### config.mk
export PLATFORM = sky130hd
export DESIGN_NAME = fir_coef_ctrl
export DESIGN_NICKNAME = d
export VERILOG_FILES = /design/src/rtl/fir_coef_ctrl.sv
export SDC_FILE = /design/constraint.sdc
export NUM_CORES = 1
export LEC_CHECK = 0
export BUFFER_PORTS_ARGS = -buffer_cell sky130_fd_sc_hd__buf_2
export CAP_MARGIN = 20
export CELL_PAD_IN_SITES_DETAIL_PLACEMENT = 0
export CELL_PAD_IN_SITES_GLOBAL_PLACEMENT = 1
export CORE_MARGIN = 4
export CORE_UTILIZATION = 35
export DETAILED_ROUTE_END_ITERATION = 16
export PLACE_DENSITY_LB_ADDON = 0.25
export SYNTH_ARGS = -nofsm -noshare
export SYNTH_HDL_FRONTEND = slang
export SYNTH_SLANG_ARGS = --single-unit
### constraint.sdc
create_clock -name clk -period 23 [get_ports clk]
set_input_delay 2.3 -clock clk [delete_from_list [all_inputs] [get_ports clk]]
set_output_delay 2.3 -clock clk [all_outputs]
set_load 0.01 [all_outputs]
### src/rtl/fir_coef_ctrl.sv
// FIR coefficient bank controller: shadow loading, atomic swap into the active bank, pipeline flush.
// Optional readback port enabled by defining FIR_COEF_READBACK_EN.
module fir_coef_ctrl #(
  parameter int NTAPS     = 16,
  parameter int DW        = 16,
  parameter int FLUSH_LEN = 19
) (
  input  logic                  clk,
  input  logic                  rst_n,
  input  logic                  wr_valid,
  output logic                  wr_ready,
  input  logic [3:0]            wr_addr,
  input  logic [DW-1:0]         wr_data,
  input  logic                  commit,
  input  logic                  abort,
  output logic                  commit_err,
  output logic [NTAPS*DW-1:0]   coef_o,
  output logic                  flush,
  output logic                  yn_valid,
  output logic                  busy,
  output logic [7:0]            swap_cnt
`ifdef FIR_COEF_READBACK_EN
  ,
  input  logic [3:0]            rd_addr,
  output logic [DW-1:0]         rd_data
`endif
);

  localparam int CW = (FLUSH_LEN > 1) ? $clog2(FLUSH_LEN) : 1;

  typedef enum logic [1:0] {
    IDLE,
    LOAD,
    SWAP,
    FLUSH
  } state_t;

  state_t          state;
  logic [DW-1:0]   shadow [NTAPS];
  logic [DW-1:0]   active [NTAPS];
  logic [NTAPS-1:0] mask;
  logic [NTAPS-1:0] wr_onehot;
  logic [NTAPS-1:0] mask_next;
  logic [CW-1:0]   flush_cnt;
  logic            addr_ok;
  logic            wr_fire;

  // A write landing in the same cycle as commit counts toward completeness.
  always_comb begin
    addr_ok   = int'(wr_addr) < NTAPS;
    wr_fire   = wr_valid && wr_ready && addr_ok;
    wr_onehot = '0;
    if (wr_fire) wr_onehot = NTAPS'(1) << wr_addr;
    mask_next = mask | wr_onehot;
  end

  always_comb begin
    coef_o = '0;
    for (int unsigned i = 0; i < NTAPS; i++) coef_o[DW*i +: DW] = active[i];
  end

  // Outputs are registered alongside each state transition so they track the state register.
  always_ff @(posedge clk) begin
    if (!rst_n) begin
      state      <= IDLE;
      mask       <= '0;
      flush_cnt  <= '0;
      swap_cnt   <= '0;
      commit_err <= 1'b0;
      wr_ready   <= 1'b1;
      busy       <= 1'b0;
      flush      <= 1'b0;
      yn_valid   <= 1'b0;
      for (int unsigned i = 0; i < NTAPS; i++) begin
        shadow[i] <= '0;
        active[i] <= '0;
      end
    end else begin
      commit_err <= 1'b0;
      case (state)
        IDLE, LOAD: begin
          if (wr_fire) shadow[wr_addr] <= wr_data;
          if (commit) begin
            mask <= mask_next;
            if (&mask_next) begin
              state    <= SWAP;
              wr_ready <= 1'b0;
              busy     <= 1'b1;
              yn_valid <= 1'b0;
            end else begin
              commit_err <= 1'b1;
              if (wr_fire) state <= LOAD;
            end
          end else if (abort && state == LOAD) begin
            mask  <= '0;
            state <= IDLE;
          end else if (wr_fire) begin
            mask  <= mask_next;
            state <= LOAD;
          end
        end
        SWAP: begin
          for (int unsigned i = 0; i < NTAPS; i++) active[i] <= shadow[i];
          mask      <= '0;
          swap_cnt  <= swap_cnt + 8'd1;
          flush_cnt <= CW'(FLUSH_LEN - 1);
          flush     <= 1'b1;
          state     <= FLUSH;
        end
        FLUSH: begin
          if (flush_cnt == '0) begin
            flush    <= 1'b0;
            busy     <= 1'b0;
            wr_ready <= 1'b1;
            yn_valid <= 1'b1;
            state    <= IDLE;
          end else begin
            flush_cnt <= flush_cnt - 1'b1;
          end
        end
        default: state <= IDLE;
      endcase
    end
  end

`ifdef FIR_COEF_READBACK_EN
  always_ff @(posedge clk) begin
    if (!rst_n) begin
      rd_data <= '0;
    end else if (int'(rd_addr) < NTAPS) begin
      rd_data <= active[rd_addr];
    end else begin
      rd_data <= '0;
    end
  end
`endif

endmodule

Word-level counts from Yosys, hierarchy flattened
Memories as Yosys holds them, arrays and structs flattened.
Cells that the tools add are included.
W data, S select, Z words.
Operators by class
  multiplexer cells: 50
  bitwise operators: 17
  equality and inequality tests: 8
  add/sub/neg operators: 2
  reductions and logical operators: 15
  shifts and indexed selects: 1
Operators by type and width (number)
  $mux W16: 21
  $pmux W16 S2: 1
  $mux W1: 16
  $or A1 B1 Y1: 16
  $or A16 B16 Y16: 1
  $reduce_and A16 Y1: 1
  $reduce_or A16 Y1: 1
  $shl A1 B4 Y16 const A: 1
  $mux W2: 5
  $pmux W5 S2: 1
  $add A8 B1 Y8 const B: 1
  $ne A2 B2 Y1 const B: 4
  $pmux W1 S2: 3
  $pmux W2 S3: 1
  $reduce_and A2 Y1: 3
  $reduce_bool A2 Y1: 3
  $logic_not A5 Y1: 1
  $mux W5: 1
  $sub A5 B1 Y5 const B: 1
  $eq A2 B2 Y1 const B: 2
  $mux W4: 1
  $ne A4 B4 Y1 const B: 1
  $reduce_and A4 Y1: 1
  $reduce_and A3 Y1: 1
  other kinds (4): 5
Storage, ports and cells
  memory bits (writable): 512
  memories: 2
  flip-flop bits (word level): 36
  output and inout port bits: 269
Memory list
  active: words 16, bits a word 16, read ports 16, clocked after memory_dff 0, write ports 16, line 40  | logic [DW-1:0] active [NTAPS];
  shadow: words 16, bits a word 16, read ports 16, clocked after memory_dff 0, write ports 16, line 39  | logic [DW-1:0] shadow [NTAPS];

Logic depth before layout (Yosys ltp)
  depth in word-level cells: 7
  gate-level depth with buffers: 7

Worst setup path before layout
OpenSTA, ideal clock, no wires.
  path type: in2reg
  from: input rst_n
  to: memory active[0][0], enable pin
  library setup time: 1984 ps
  data required time: 21016 ps
  path buffers: 2
  data arrival time: 6854 ps
  slack: 14162 ps
  stages: 3
  cells stage by stage: buf_2 clkbuf_1 nand2_1
RTL lines
  from (decl): line 9  | input logic rst_n,
  to (decl): line 40

==> flow_metrics.tcl <==
set metrics [dict create \
    ys_types 40 \
    die_h_microns 252.5 \
    cp_cell_sequence "buf_6, nand2_4, buf_4, buf_16, buf_4" \
    vdd_drop_max_mv 0.05979 \
    endpoint "active[0][107]" \
    synth_edf_count 512 \
    r2r-end "active[0][107]" \
    slowest_delay_ns 0.78 \
    path_buf_inv 4 \
    outcome "complete, no violations" \
    avgViaCountPerCell 4.756 \
    slew_violations 0 \
    fin_cells 2446 \
    hold_buffers 0 \
    fin_util_pct 42.12 \
    vias 11630 \
    power.total_mw 2.103 \
    clkTransAtPathRegs_ns 0.06 \
    synth_common_cells "edfxtp_1, and2_1, and3_1" \
    crit_path_frequent_cell "buf_4" \
    reg2reg_depth 5 \
    clock.fmax_mhz 219.9 \
    post-place-cells 2337 \
    worst_clock_skew_ns 0.03589 \
    pre_cts_ws_ns 17.44 \
    power_density_nw_per_um2 84.42 \
    fin_nets 1653 \
    yosys_warnings 0 \
    path_class "in -> reg" \
    drtIter0Drc 899 \
    ys_seq_elements 548 \
    cts_buffer_depth 3 \
    cp.required_ns 23.21 \
    tns_ns 0 \
    post-route-period-util_pct 19.77 \
    yosysMostFrequentCell "edfxtp_1" \
    final_layout_size_suffix_gt1_share_pct 24.52 \
    drc 0 \
    finalSetupViolations 0 \
    grt_pass1_vias 11550 \
    drv_cap 0 \
    cts_sinks 548 \
    row_count 89 \
    synth_area_per_cell_sq_um 15.45 \
    yosysTopAreaCell "edfxtp_1" \
    synth_area_sq_um 20920 \
    syn-num-nets 1382 \
    leakagePower_nw 10.13 \
    place_hpwl_microns 33460 \
    antenna_left 0 \
    antenna_found_initial 4 \
    grt_pass1_wl_microns 77060 \
    setup_ws_ns 18.45 \
    die_x_microns 252.5 \
    postSynth.asyncResetShare_pct 0 \
    critPathMaxFanout 97 \
    cts_root_buf "clkbuf_16" \
    io_pins 294 \
    post_drt_wl_per_cell_microns 21.93 \
    worstSetupPathDepth 5 \
    seq_area_frac_synth_pct 76.95 \
    critPathCaptureType "flop" \
    r2r_start "state[1]" \
    yosysTopAreaCellShare_pct 73.50 \
    cts_max_level 2 \
    hold_class "reg -> reg" \
    clkLatencyLatePin_ns 0.62 \
    startpoint_type "input pin" \
    timing.slew.headroom_pct 28.47 \
    area_growth_pct 19.07 \
    gp_congestion 0.7720 \
    synth_area_leaders "edfxtp_1, and2_1, and3_1" \
    dr.pass1.iters 5 \
    cts_tree "built" \
    synthCells 1354 \
    r2r_setup_slack_ns 19.47 \
    core_area_sq_um 59130 \
    min_period_ns 4.547 \
    startpoint "rst_n" \
    hold_viol_final 0 \
    numCtsBuffers 57 \
    synth_ff_type "edfxtp_1" \
    slowest_stage "buf_4" \
    grt_use_total_pct 16.37 \
    die_area_sq_um 63740 \
    grt_max_degree 128 \
    crit_arrival_ns 4.76 \
    port_buffers 293 \
    cts_resized 0 \
    finalWirelength_microns 53640 \
    post-cts-setup-buffers 0 \
    tightest_slew_ns 1.069 \
    initial_core_util_pct 35.38 \
    cp_top_family "buffers and inverters" \
    rsz0062_at_grt "false" \
    grt.overflow.total 0 \
]
## per-stage QoR
step | hold slack (ns) | cell area (sq um)
after floorplan | 0.4429 | 20920
after global placement | 0.4488 | 23090
after detailed placement | 0.4541 | 23100
after CTS | 0.4731 | 24840
after global routing | 0.5289 | 24890
final | 0.4634 | 24910
## logic make-up after synthesis
| family | share of synthesized area, % |
|---|---|
| buffers and inverters | 2.046 |
| xor gates and xnor gates | 0.2931 |
| and+or+nand+nor | 18.63 |
| DFF | 76.95 |
| adders and majority gates | 0.1795 |
| AOI/OAI and AO/OA | 1.902 |
## cell usage in the layout, fill, tap and decap left out, types with 7 or more instances in the layout
cell type / count
and2_1: 357
nor2_1: 21
a32oi_1: 8
o21ai_2: 9
o21ai_1: 7
dfxtp_1: 36
clkinv_1: 14
buf_2: 292
and3_1: 165
clkinv_2: 11
buf_4: 13
clkbuf_1: 12
nor3_1: 7
o21ai_0: 8
clkbuf_16: 57
edfxtp_1: 512
a22oi_1: 16
a21oi_1: 7
nor2b_1: 21
nand3_1: 8
nand2_1: 21
## routing by layer
metal | global-route usage, % | share of wire [%] | vias to the layer above
li1 | - | - | 5412
met1 | 22.14 | 43 | 5815
met2 | 27.28 | 48 | 347
met3 | 3.571 | 7.0 | 59
met4 | 3.819 | 1.7 | 0
met5 | 0 | 0 | -
## worst reg2reg max path, delay by kind of cell, from the launching register on
kind | cells | cell delay (ns)
buffers and inverters | 3 | 1.62
AND/OR/NAND/NOR | 2 | 0.91
flip-flops | 1 | 0.58
## power by group
group	switching (mW)	internal (mW)
combinational	0.0679	0.0241
clock	0.380	0.488
sequential	0.0146	1.13
## how the worst min path moves through the flow
| stage | to | slack, ns | startpoint | cells past startpoint |
|---|---|---|---|---|
| detailed placement | busy | 0.45 | busy | 2 |
| floorplan | flush_cnt[3] | 0.44 | flush_cnt[3] | 1 |
| global route | active[1][114] | 0.53 | shadow[15][2] | 1 |
| finish | flush | 0.46 | flush | 2 |
| CTS | flush | 0.47 | flush | 2 |
| global placement | busy | 0.45 | busy | 2 |
## registers in the layout, indices dropped and copies added (netlist names)
signal / cells
active: 256
busy: 1
commit_err: 1
flush: 1
flush_cnt: 5
mask: 16
shadow: 256
state: 2
swap_cnt: 8
wr_ready: 1
yn_valid: 1
## final cells by class
cell class | instances | area, sq um
Fill cell | 5399 | 34220
Sequential cell | 548 | 16100
Multi-Input combinational cell | 706 | 4443
Timing Repair Buffer | 309 | 1637
Clock buffer | 69 | 1471
Tap cell | 773 | 967.2
Clock inverter | 33 | 269.0
Antenna cell | 5 | 12.51
Inverter | 3 | 11.26
Note: power is estimated with default switching activity, not from simulation.
